--- config.mk ---
export PLATFORM = sky130hd
export DESIGN_NAME = mod_arbiter
export DESIGN_NICKNAME = d
export VERILOG_FILES = /design/src/rtl/mod_arbiter.sv
export SDC_FILE = /design/constraint.sdc
export NUM_CORES = 1
export LEC_CHECK = 0
export BUFFER_PORTS_ARGS = -buffer_cell sky130_fd_sc_hd__buf_2
export CORE_ASPECT_RATIO = 0.9
export CORE_UTILIZATION = 50
export CTS_BUF_LIST = sky130_fd_sc_hd__clkbuf_16
export DETAILED_ROUTE_END_ITERATION = 12
export GPL_TIMING_DRIVEN = 1
export PLACE_DENSITY = 0.7
export SYNTH_ARGS = -nofsm -noshare
export SYNTH_HDL_FRONTEND = slang
export SYNTH_SLANG_ARGS = --single-unit
--- constraint.sdc ---
create_clock -name i_clk -period 9.4 [get_ports i_clk]
set_input_delay 1.41 -clock i_clk [delete_from_list [all_inputs] [get_ports i_clk]]
set_output_delay 1.41 -clock i_clk [all_outputs]
set_load 0.005 [all_outputs]
--- src/rtl/mod_arbiter.sv ---
// mod_arbiter: round-robin share of one constant-modulus divider across NUM_REQ requesters.
// Optional quotient output enabled by defining MOD_ARB_QUOTIENT_EN.
`default_nettype none

module mod_comb #(
  parameter int          DIVIDER         = 12,
  parameter logic [33:0] ONE_DIV_DIVIDER = 34'h2AAAAAAAA
) (
  input  logic [15:0] dividend,
`ifdef MOD_ARB_QUOTIENT_EN
  output logic [15:0] quotient,
`endif
  output logic [15:0] result
);
  localparam int          SHIFT = 37;
  localparam logic [15:0] DIV16 = 16'(DIVIDER);

  logic [15:0] q_est;
  logic [15:0] rem_est;
  logic        fix;

  // The reciprocal may be truncated, so the estimate can be one low; a single
  // correction step makes both quotient and remainder exact over 0..65535.
  always_comb begin
    q_est   = 16'(({34'd0, dividend} * {16'd0, ONE_DIV_DIVIDER}) >> SHIFT);
    rem_est = dividend - q_est * DIV16;
    fix     = (rem_est >= DIV16);
    result  = fix ? (rem_est - DIV16) : rem_est;
  end

`ifdef MOD_ARB_QUOTIENT_EN
  assign quotient = fix ? (q_est + 16'd1) : q_est;
`endif
endmodule

module mod_arbiter #(
  parameter int          NUM_REQ         = 4,
  parameter int          ID_W            = $clog2(NUM_REQ),
  parameter int          DIVIDER         = 12,
  parameter logic [33:0] ONE_DIV_DIVIDER = 34'h2AAAAAAAA
) (
  input  logic                  i_clk,
  input  logic                  i_rst_n,
  input  logic [NUM_REQ-1:0]    i_req_valid,
  input  logic [16*NUM_REQ-1:0] i_req_dividend,
  output logic [NUM_REQ-1:0]    o_req_ready,
  output logic                  o_rsp_valid,
  input  logic                  i_rsp_ready,
  output logic [ID_W-1:0]       o_rsp_id,
`ifdef MOD_ARB_QUOTIENT_EN
  output logic [15:0]           o_rsp_quotient,
`endif
  output logic [15:0]           o_rsp_result
);
  logic [ID_W-1:0]    rr_ptr;
  logic [ID_W-1:0]    winner;
  logic [ID_W-1:0]    next_ptr;
  logic               any_valid;
  logic [NUM_REQ-1:0] grant;
  logic               s1_v;
  logic [ID_W-1:0]    s1_id;
  logic [15:0]        s1_div;
  logic               s2_adv;
  logic               s1_free;
  logic               accept;
  logic [15:0]        res_c;
  int                 idx;

  assign s2_adv  = !o_rsp_valid || i_rsp_ready;
  assign s1_free = !s1_v || s2_adv;

  // Walk from the farthest offset down to rr_ptr so the closest valid
  // requester is the last (winning) assignment.
  always_comb begin
    winner    = '0;
    any_valid = 1'b0;
    idx       = 0;
    for (int i = NUM_REQ - 1; i >= 0; i--) begin
      idx = int'(rr_ptr) + i;
      if (idx >= NUM_REQ) idx = idx - NUM_REQ;
      if (i_req_valid[idx]) begin
        winner    = ID_W'(idx);
        any_valid = 1'b1;
      end
    end
  end

  always_comb begin
    grant = '0;
    if (any_valid) grant[winner] = 1'b1;
  end

  assign o_req_ready = grant & {NUM_REQ{s1_free & i_rst_n}};
  assign accept      = |o_req_ready;
  assign next_ptr    = (winner == ID_W'(NUM_REQ - 1)) ? '0 : winner + 1'b1;

`ifdef MOD_ARB_QUOTIENT_EN
  logic [15:0] quo_c;
`endif

  mod_comb #(
    .DIVIDER         (DIVIDER),
    .ONE_DIV_DIVIDER (ONE_DIV_DIVIDER)
  ) u_mod (
    .dividend (s1_div),
`ifdef MOD_ARB_QUOTIENT_EN
    .quotient (quo_c),
`endif
    .result   (res_c)
  );

  always_ff @(posedge i_clk or negedge i_rst_n) begin
    if (!i_rst_n) begin
      s1_v         <= 1'b0;
      s1_id        <= '0;
      s1_div       <= '0;
      rr_ptr       <= '0;
      o_rsp_valid  <= 1'b0;
      o_rsp_id     <= '0;
      o_rsp_result <= '0;
`ifdef MOD_ARB_QUOTIENT_EN
      o_rsp_quotient <= '0;
`endif
    end else begin
      if (accept) begin
        s1_v   <= 1'b1;
        s1_id  <= winner;
        s1_div <= i_req_dividend[int'(winner)*16 +: 16];
        rr_ptr <= next_ptr;
      end else if (s1_free) begin
        s1_v <= 1'b0;
      end

      if (s2_adv && s1_v) begin
        o_rsp_valid  <= 1'b1;
        o_rsp_id     <= s1_id;
        o_rsp_result <= res_c;
`ifdef MOD_ARB_QUOTIENT_EN
        o_rsp_quotient <= quo_c;
`endif
      end else if (i_rsp_ready) begin
        o_rsp_valid <= 1'b0;
      end
    end
  end
endmodule

`default_nettype wire

# After elaboration in Yosys (flattened, before gate mapping)
# Cells that the tools add are included.
# word_totals
regBits	40
latch_bits	0
ramBits	0
romBits	0
inputBits	71
out_inout_bits	23
elab_cells	76
memories	0
# classes
add_sub_neg	10
n_mul	2
div_mod_pow	0
order_cmp	11
n_eq_ne	1
shifts	1
muxes	33
bitwise	2
n_reduce_logical	9
# ops
op	count
< comparator 32 x 4 -> 1 bit (second input constant)	4
two-way mux 32 bit	4
indexed part select 64 x 7 -> 16 bit	1
multiplier 16 x 33 -> 49 bit (second input constant)	1
two-way mux 1 bit	17
>= comparator 16 x 4 -> 1 bit (second input constant)	1
two-way mux 16 bit	1
subtractor 16 bit	1
subtractor 16 x 4 -> 16 bit (second input constant)	1
multiplier 13 x 2 -> 14 bit (second input constant)	1
subtractor 3 x 3 -> 4 bit (second input constant)	3
two-way mux 2 bit	5
>= comparator 3 bit (second input constant)	3
binary-select mux 1 bit (select 2 bit)	4
adder 2 x 2 -> 3 bit (second input constant)	2
AND 4 bit	1
two-way mux 4 bit	1
nonzero test 2 bit	2
OR reduction 4 bit	1
subtractor 2 x 3 -> 4 bit (second input constant)	1
adder 2 x 1 -> 3 bit (second input constant)	1
>= comparator 2 x 3 -> 1 bit (second input constant)	1
< comparator 2 x 3 -> 1 bit (second input constant)	1
adder 2 x 1 -> 2 bit (second input constant)	1
other kinds (7)	10

# Longest topological paths before layout
# Gate-level depths: netlist of run 1.
# logic_depth
depth_word	18
mapped_depth	49
ltp_nobuf	49

# Cells and area by module
# Synthesis of run 1 repeated with hierarchy kept, for this count alone.
# hier_totals
cells_unflattened	799
hier_area_um2	7453.4
# modules_own_cells
mod	n_inst	cells_per_inst	area_each_um2	seq_area_each_um2
mod_comb	1	595	5133.7	0.0
mod_arbiter	1	204	2319.7	1001.0

# Least setup slack after synthesis of run 1
# No wires, ideal clock.
# synth_path
path_type	flip-flop to flip-flop
start	register s1_div[3]
end	register o_rsp_result[6]
setup_time_ns	0.077
arrival_ns	9.110
required_time_ns	9.323
slack_ns	0.213
stages_incl_launch_ff	47
n_path_buf	0
period_less_slack_ns	9.187
cell_sequence	dfrtp_1 -> ha_1 -> inv_1 -> fa_1 -> inv_1 -> fa_1 -> fa_1 -> fa_1 -> inv_1 -> fa_1 -> inv_1 -> ha_1 -> and4_1 -> and4_1 -> o21ai_0 -> o211ai_1 -> a21o_1 -> a21oi_1 -> (+11 left out) -> a21oi_1 -> o21ai_0 -> a21oi_1 -> o21bai_1 -> a21oi_1 -> xor2_1 -> ha_1 -> and3_1 -> a21oi_1 -> o21ai_0 -> o21a_1 -> nor2_1 -> xnor2_1 -> xor2_1 -> nand3b_1 -> mux2i_1 -> or3_1 -> a21oi_1
# synth_via
elab_chain_cells	5
elab_cells_between_ends	6
cone_classes	add/sub: 2; mul: 2; order compare: 1; mux: 1
# synth_lines
item	line_no	source
start: declaration	62	logic [15:0] s1_div;
start signal: assignment	128	s1_div <= i_req_dividend[int'(winner)*16 +: 16];
multiplier 16 x 33 -> 49 bit	25	q_est = 16'(({34'd0, dividend} * {16'd0, ONE_DIV_DIVIDER}) >> SHIFT);
multiplier 13 x 2 -> 14 bit	26	rem_est = dividend - q_est * DIV16;
subtractor 16 bit *	26	
subtractor 16 x 4 -> 16 bit or >= comparator 16 x 4 -> 1 bit (tied branches)	28, 27	
two-way mux 16 bit *	28	result = fix ? (rem_est - DIV16) : rem_est;
end signal: assignment	137	o_rsp_result <= res_c;
end: declaration	53	output logic [15:0] o_rsp_result
# Every way passes the cells marked *; elsewhere a longest branch is shown, timed or not.
# A chain may end at the register's enable or synchronous reset.

# Worst setup path in the final report of run 1
# Same ends and word-level chain as after synthesis.

==> flow_summary.yaml, run 1 <==
final_layout:
  syn2layout_area_growth_pct: 25.2
  layout.nets: 1307
  antenna_cells: 0
  drive_above_1_share_pct: 26.4
  fin_area_um2: 8920
  fin_cells: 1240
critical_path:
  cp-start-kind: "register"
  worstPathMaxFanout: 4
  end_kind: "register"
  slowest_delay_ns: 0.58
  timing.rr.start: "s1_div[3]$_DFFE_PN0P_"
  ff2ff_path_depth: 46
  critPathTopFamily: "adder cells"
  crit_buf_inv: 6
  critPathKind: "register to register"
  crit_cells: 46
  cp_slowest_cell: "fa_2"
  startpoint: "s1_div[3]$_DFFE_PN0P_"
  cp.arrival_ns: 9.53
  worstPathRequired_ns: 9.61
logic_synthesis:
  ys_types: 62
  synth.cell_area_um2: 7130
  yosysSeqAreaShare_pct: 14.0
  yosys_warnings: 0
  async_reset_ff_share_pct: 100
  ys_seq_elements: 40
  syn_inst: 873
  synth_nets: 1133
  synth_edf_count: 0
  syn_area_per_cell_um2: 8.16
  synthFlopType: "dfrtp_1"
clock_tree:
  clkTransAtPathRegs_ns: 0.06
  clock-root-buffer: "clkbuf_16"
  clk_latency_ns: 0.28
  cts_tree: "built"
  numCtsBuffers: 5
  clkSinkCount: 40
  htreeDepth: 2
  clock_path_buffers: 2
route:
  wirelength_um: 16900
  wire_per_inst_um: 13.6
  drcViolationCount: 0
  vias: 6457
  postRouteAntennaNets: 0
  drt_iter0_markers: 364
  vias_per_cell: 5.21
  dr.pass1.iters: 5
sta:
  rsz0062_at_grt: "true"
  final_hold_viol_count: 0
  timing.fmax_mhz: 107
  setup_viol: 0
  min_period_over_period_pct: 99.1
  fin_crit_ns: 9.32
  fin_skew_ns: 0.00290
  holdWs_ns: 0.469
  final_max_slew_viol_count: 0
  maxSlewHeadroom_pct: 23.1
  worst_slew_pin_slew_ns: 1.15
grt:
  antenna_found_initial: 0
  grt_overflow_total: 0
  first_global_vias: 6057
  grt_usage_pct: 23.3
  grt_pass1_wl_um: 27800
  grt_max_degree: 42
floorplan:
  die-height_um: 115
  start_util_pct: 51.1
  core.rowCount: 41
  die-area_um2: 14700
  core_area_um2: 14000
  die_w_um: 128
  ioPinCount: 94
hold_path:
  hp-class: "register to register"
  min_from: "o_rsp_id[1]$_DFFE_PN0P_"
  hold_path_depth: 2
status:
  status: "complete, no violations"
placed_design:
  post-dp-hpwl_um: 13900
  place_area_um2: 8350
  dpl.cell_count: 1219
  globalplace.congestion: 0.865
  portBuffers: 93
job:
  drv_cap: 0
## logic make-up (layout without fill, tap and decap cells)
logic type	after synthesis	in the layout	synth area share, %
DFF	40	40	14.0
adders and majority gates	189	189	39.7
muxes	4	4	0.579
AOI/OAI and AO/OA	167	167	14.4
xor gates and xnor gates	35	35	4.30
and+or+nand+nor	283	283	18.6
buffers and inverters	155	329	8.39
## final timing paths
kind,slack (ns),end
min,0.47,o_rsp_id[1]$_DFFE_PN0P_
min reg2reg,0.47,o_rsp_id[1]$_DFFE_PN0P_
max,0.08,o_rsp_result[6]$_DFFE_PN0P_
max reg2reg,0.08,o_rsp_result[6]$_DFFE_PN0P_
min in group asynchronous,1.17,o_rsp_result[14]$_DFFE_PN0P_
max in group asynchronous,7.87,s1_div[14]$_DFFE_PN0P_
## synth_stat cells (2+ instances only)
library cell	instances	area, um2
a311oi_1	2	17.5
and4_1	5	43.8
a221oi_1	2	17.5
fa_1	62	1240
nor2b_1	7	43.8
o21a_1	5	37.5
xnor2_1	19	166
a21oi_1	45	225
dfrtp_1	40	1000
nand3b_1	5	37.5
xor2_1	16	140
and2_1	6	37.5
o41ai_1	2	17.5
clkbuf_1	17	63.8
a31oi_1	3	18.8
nor3_1	7	35.0
o211ai_1	4	30.0
mux2i_1	3	30.0
nand2_1	100	375
nand4_1	5	31.3
o22ai_1	2	12.5
nor2_1	79	297
nand2b_1	6	37.5
o21bai_1	4	30.0
ha_1	127	1590
a211oi_1	4	30.0
inv_1	134	503
o21ai_0	61	305
or3_1	6	37.5
buf_6	2	22.5
nor4_1	7	43.8
a21o_1	14	105
nand3_1	39	195
a21o_2	2	17.5
a21oi_2	2	17.5
o31ai_1	3	22.5
## worst register-to-register path: cells and delay by family (launching register included)
kind / cells / cell delay [ns]
AO/OA/AOI/OAI: 16 / 2.27
flip-flops: 1 / 0.42
AND/OR/NAND/NOR: 10 / 1.56
XOR/XNOR: 4 / 0.69
buffers and inverters: 6 / 0.53
adder cells (fa/ha/maj): 9 / 3.72
multiplexers: 1 / 0.10
## sequential cells by signal, indices dropped and copies added, names as in the netlist
register and cells:
s1_id 2, s1_div 16, rr_ptr 2, s1_v 1, o_rsp_id 2, o_rsp_valid 1
o_rsp_result 16
## layout make-up
| type | instances | area [um2] |
|---|---|---|
| clock buffers | 5 | 125 |
| well taps | 193 | 241 |
| flip-flops and latches | 40 | 1000 |
| fillers | 1168 | 5030 |
| clock inverters | 2 | 12.5 |
| repair buffers | 187 | 1170 |
| inverters | 135 | 507 |
| multi-input cells | 678 | 5860 |
## placed cells by master, fill, tap and decap left out, types with 5 or more instances in the layout
cell type and instances:
nor4_1 5, buf_2 93, inv_2 9, nand3b_1 5
xor2_1 14, or3_1 6, o21a_1 5, inv_1 125
nand2_1 96, nor2b_1 7, ha_1 119, dfrtp_1 40
clkbuf_16 5, a21oi_2 11, nor3_1 5, nor2_1 77
nand3_1 37, xnor2_1 17, o21ai_2 7, nand4_1 5
a21oi_1 34, and2_1 6, ha_4 6, o21ai_0 50
buf_4 93, o21ai_1 5, nand2b_1 5, a21o_1 14
fa_1 59
## metrics by stage
stage          util (%)  setup slack [ns]  setup TNS (ns)
6_report           63.9            0.0819               0
4_1_cts            61.9           0.00882               0
5_1_grt            63.9            -0.479           -5.67
3_3_place_gp       59.9            -0.225           -1.84
3_5_place_dp       59.9            -0.394           -4.02
2_1_floorplan         -             0.213               0
## routing by layer
layer / routed length [um] / GRT usage (%)
met1: 8060 / 33.2
met2: 8170 / 39.8
met3: 553 / 1.95
met5: 0 / 0
met4: 112 / 3.06
## what timing repair did
| item | CTS | global route |
|---|---|---|
| hold buffers | 0 | 0 |
| setup buffers | 6 | 9 |
| setup endpoints to repair | 14 | 14 |
| gates resized for setup | 28 | 52 |
| pin swaps | 30 | 64 |
Power of run 1 is left out: the tool's default activity adds up to more than one toggle a clock period on the data nets, which glitch-free logic cannot reach.
==> inputs of run 2 (changes only) <==
==> constraint.sdc (replaced) <==
create_clock -name i_clk -period 9.4 [get_ports i_clk]
set_input_delay 1.88 -clock i_clk [delete_from_list [all_inputs] [get_ports i_clk]]
set_output_delay 1.88 -clock i_clk [all_outputs]
set_load 0.005 [all_outputs]
==> run 2 against run 1 <==
Compared with the run above:
- fmax fell by 0.56%
- first-iteration DRC count rose by 17%
- count of clock-buffer cells in the layout unchanged
- cell count grew 0.56%
- critical path depth is 1 higher
- sequential cell count unchanged
- non-clock buffer count is 7 higher
==> flow_summary.yaml, run 2 (synthesized netlist as in run 1, its figures left out) <==
status:
  status: "complete, no violations"
clock_tree:
  numCtsBuffers: 5
  cts_tree: "built"
  clock-root-buffer: "clkbuf_16"
  clkSinkCount: 40
  htreeDepth: 2
  clk_latency_ns: 0.28
  clock_path_buffers: 2
  clkTransAtPathRegs_ns: 0.06
route:
  postRouteAntennaNets: 0
  routed.top_layer: "met4"
  vias_per_cell: 5.23
  wl_met2_um: 8380
  vias: 6526
  routed-wl-met3_um: 488
  wire_per_inst_um: 13.8
  dr.pass1.iters: 5
  drt_iter0_markers: 425
  drt-met1-wl_um: 8290
  wirelength_um: 17200
  drcViolationCount: 0
critical_path:
  end_kind: "register"
  worstPathMaxFanout: 4
  critPathKind: "register to register"
  critPathTopFamily: "adder cells"
  cp.arrival_ns: 9.58
  cp_slowest_cell: "fa_2"
  worstPathRequired_ns: 9.61
  cpMostUsedCell: "a21oi_2"
  crit_buf_inv: 7
  cp-start-kind: "register"
  slowest_delay_ns: 0.58
sta:
  timing.fmax_mhz: 107
  min_period_over_period_pct: 99.7
  setup-tns-final_ns: 0
  fin_crit_ns: 9.37
  fin_skew_ns: 0.00365
  final_max_slew_viol_count: 0
  rsz0062_at_grt: "true"
  final_hold_viol_count: 0
  maxSlewHeadroom_pct: 21.7
  worst_slew_pin_slew_ns: 1.17
  setup_viol: 0
final_layout:
  final_common_cell: "inv_1"
  n_fill_cell: 1158
  multi_input_area_um2: 5910
  reg_top3: "o_rsp_result x16, s1_div x16"
  antenna_cells: 0
  final_cell_mix: "126 x inv_1, 120 x ha_1, 101 x buf_4"
  drive_above_1_share_pct: 27.4
  syn2layout_area_growth_pct: 26.6
  layout.nets: 1314
  regArea_um2: 1000
grt:
  grt_overflow_total: 0
  grt_max_degree: 42
  grt_usage_pct: 23.2
  first_global_vias: 5977
  antenna_found_initial: 0
  grt_pass1_wl_um: 27500
placed_design:
  globalplace.congestion: 0.865
  portBuffers: 93
  post-dp-hpwl_um: 13800
floorplan:
  core.rowCount: 41
  core_area_um2: 14000
  die-area_um2: 14700
  die_w_um: 128
  ioPinCount: 94
  die-height_um: 115
  start_util_pct: 51.1
hold_path:
  hp-class: "register to register"
job:
  drv_cap: 0
==> run 2: area by class of cell <==
type / instances / area share, %
timing repair buffer: 194 / 13.6
sequential: 40 / 11.1
clock inverter: 2 / 0.139
tap: 193 / 2.68
clock buffer: 5 / 1.39
inverter: 135 / 5.62
multi-input combinational: 678 / 65.5
==> run 2: final timing paths <==
check	startpoint	end	slack (ns)	cells after the start
setup / recovery	s1_div[1]$_DFFE_PN0P_	o_rsp_result[6]$_DFFE_PN0P_	0.03	47
hold / removal	o_rsp_id[1]$_DFFE_PN0P_	o_rsp_id[1]$_DFFE_PN0P_	0.47	2
setup reg to reg	s1_div[1]$_DFFE_PN0P_	o_rsp_result[6]$_DFFE_PN0P_	0.03	47
hold reg to reg	o_rsp_id[1]$_DFFE_PN0P_	o_rsp_id[1]$_DFFE_PN0P_	0.47	2
max in group asynchronous	i_rst_n	s1_div[7]$_DFFE_PN0P_	7.39	2
min in group asynchronous	i_rst_n	o_rsp_result[15]$_DFFE_PN0P_	1.66	2
==> run 2: per-layer routing <==
layer	vias up	track usage, %
li1	3298	-
met4	0	2.43
met5	-	0
met3	10	1.86
met2	127	38.7
met1	3091	33.9
==> run 2: repair_timing <==
item | 4_1_cts | 5_1_grt
setup buffers | 9 | 12
hold buffers | 0 | 0
resized for setup | 27 | 61
endpoints found under the setup margin | 14 | 14
pin swaps | 23 | 61
==> run 2: stage by stage <==
step	setup slack, ns	instance area (um2)	hold WS (ns)	instances	utilization [%]
floorplan	0.213	7130	0.438	873	-
global placement	-0.226	8360	0.454	1220	59.9
detailed placement	-0.391	8360	0.457	1220	59.9
CTS	0.000820	8670	0.471	1235	62.1
global route	-0.515	9020	0.495	1247	64.7
finish	0.0297	9020	0.471	1247	64.7
==> run 2: tightest hold or removal path: stages, from the launching register on <==
cell,delay (ns)
dfrtp_1,0.34
nand2_1,0.05
nand2_1,0.06
Power of run 2 is left out for the same reason.
==> inputs of run 3 (changes only) <==
==> constraint.sdc (replaced) <==
create_clock -name i_clk -period 9.4 [get_ports i_clk]
set_input_delay 2.82 -clock i_clk [delete_from_list [all_inputs] [get_ports i_clk]]
set_output_delay 2.82 -clock i_clk [all_outputs]
set_load 0.005 [all_outputs]
==> run 3 against run 2 <==
Compared with the run above:
- the run now ends with negative setup slack left
- global-route usage grew 0.67 points
- utilization down 0.099 points
- cell count fell by 0.56%
- sequential share of layout area about the same
- hold slack got worse by 0.0011 ns
- register-to-register slack got worse by 0.07 ns
- clock skew rose by 0.0021 ns
- non-clock buffer count down 8
- final area is 0.15% lower
- wire length is 0.23% higher
- highest routed layer unchanged
==> flow_summary.yaml, run 3 (synthesized netlist as in run 1, its figures left out) <==
floorplan:
  start_util_pct: 51.1
  die-height_um: 115
  ioPinCount: 94
  die-area_um2: 14700
  core_area_um2: 14000
  die_w_um: 128
  core.rowCount: 41
placed_design:
  post-dp-hpwl_um: 14000
  dpl.cell_count: 1219
  globalplace.congestion: 0.862
  portBuffers: 93
status:
  violations: "negative setup slack"
  status: "complete, but fails checks"
clock_tree:
  clkTransAtPathRegs_ns: 0.06
  clock-root-buffer: "clkbuf_16"
  clock_path_buffers: 2
  clk_latency_ns: 0.29
  postCtsHoldBufs: 0
  cts_tree: "built"
  htreeDepth: 2
  numCtsBuffers: 5
  clkSinkCount: 40
critical_path:
  worstPathRequired_ns: 9.61
  end_kind: "register"
  slowest_delay_ns: 0.59
  crit_buf_inv: 4
  critPathKind: "register to register"
  worst-r2r-setup-slack_ns: -0.04
  cp.arrival_ns: 9.65
  worstPathMaxFanout: 4
  critPathTopFamily: "adder cells"
  cp_slowest_cell: "fa_2"
  cp-start-kind: "register"
route:
  vias: 6503
  wirelength_um: 17300
  dr.pass1.iters: 7
  vias_per_cell: 5.24
  postRouteAntennaNets: 0
  wire_per_inst_um: 13.9
  drcViolationCount: 0
  drt_iter0_markers: 392
final_layout:
  fin_cells: 1240
  final_common_cell: "inv_1"
  final_cell_mix: "128 x inv_1, 120 x ha_1, 96 x nand2_1"
  syn2layout_area_growth_pct: 26.4
  drive_above_1_share_pct: 25.9
  reg_top3: "o_rsp_result x16, s1_div x16"
  layout.nets: 1306
  antenna_cells: 0
hold_path:
  hp-class: "register to register"
sta:
  worst_slack_ns: -0.0417
  timing.fmax_mhz: 106
  rsz0062_at_grt: "true"
  final_hold_viol_count: 0
  min_period_over_period_pct: 100
  maxSlewHeadroom_pct: 44.5
  setup_viol: 1
  fin_skew_ns: 0.00576
  worst_slew_pin_slew_ns: 0.831
  final_max_slew_viol_count: 0
  fin_crit_ns: 9.44
grt:
  grt_usage_pct: 23.8
  grt_overflow_total: 0
  antenna_found_initial: 0
  first_global_vias: 6208
  grt_pass1_wl_um: 28400
  grt_max_degree: 42
job:
  drv_cap: 0
[run 3: changes by cell type in the layout (fill, tap and decap cells not counted), moves of 3 or more]
cell | before | now
buf_4 | 101 | 92
o21ai_2 | 8 | 4
o21ai_0 | 49 | 52
a21oi_2 | 12 | 9
[run 3: cell type report]
class	count	area, um2
multi-input combinational	678	5920
fill	1189	4950
timing repair buffer	186	1170
sequential	40	1000
inverter	135	507
tap	193	241
clock buffer	5	125
clock inverter	3	47.5
[run 3: layer usage]
layer,wire [um],track usage [%],vias to the layer above
met5,0,0,-
met4,92,2.27,0
met3,482,2.05,9
met2,8510,42.1,112
met1,8190,32.9,3097
li1,-,-,3285
[run 3: timing repair]
action | 4_1_cts | 5_1_grt
setup endpoints to repair | 14 | 14
setup buffers | 6 | 8
gates resized for setup | 25 | 53
pin swaps | 25 | 47
hold endpoints to repair | 0 | 0
[run 3: worst min-delay path, stage by stage (launching register included)]
cell     delay [ns]
dfrtp_1        0.34
nand2_1        0.05
nand2_1        0.05
[run 3: final timing paths]
check | startpoint | endpoint | depth (start not counted)
max | s1_div[3]$_DFFE_PN0P_ | o_rsp_result[6]$_DFFE_PN0P_ | 46
min | o_rsp_result[1]$_DFFE_PN0P_ | o_rsp_result[1]$_DFFE_PN0P_ | 2
max reg2reg | s1_div[3]$_DFFE_PN0P_ | o_rsp_result[6]$_DFFE_PN0P_ | 46
min reg2reg | o_rsp_result[1]$_DFFE_PN0P_ | o_rsp_result[1]$_DFFE_PN0P_ | 2
max in group asynchronous | i_rst_n | rr_ptr[0]$_DFFE_PN0P_ | 2
min in group asynchronous | i_rst_n | o_rsp_result[12]$_DFFE_PN0P_ | 2
[run 3: stage by stage]
| stage | utilization (%) | hold slack, ns | setup TNS (ns) | cell area, um2 | setup slack (ns) |
|---|---|---|---|---|---|
| 2_1_floorplan | - | 0.438 | 0 | 7130 | 0.213 |
| 3_3_place_gp | 59.9 | 0.453 | -1.83 | 8350 | -0.219 |
| 3_5_place_dp | 59.9 | 0.457 | -2.74 | 8350 | -0.345 |
| 4_1_cts | 62.1 | 0.472 | 0 | 8670 | 0.0480 |
| 5_1_grt | 64.6 | 0.492 | -7.16 | 9010 | -0.650 |
| 6_report | 64.6 | 0.470 | -0.0417 | 9010 | -0.0417 |
Power of run 3 is left out for the same reason.
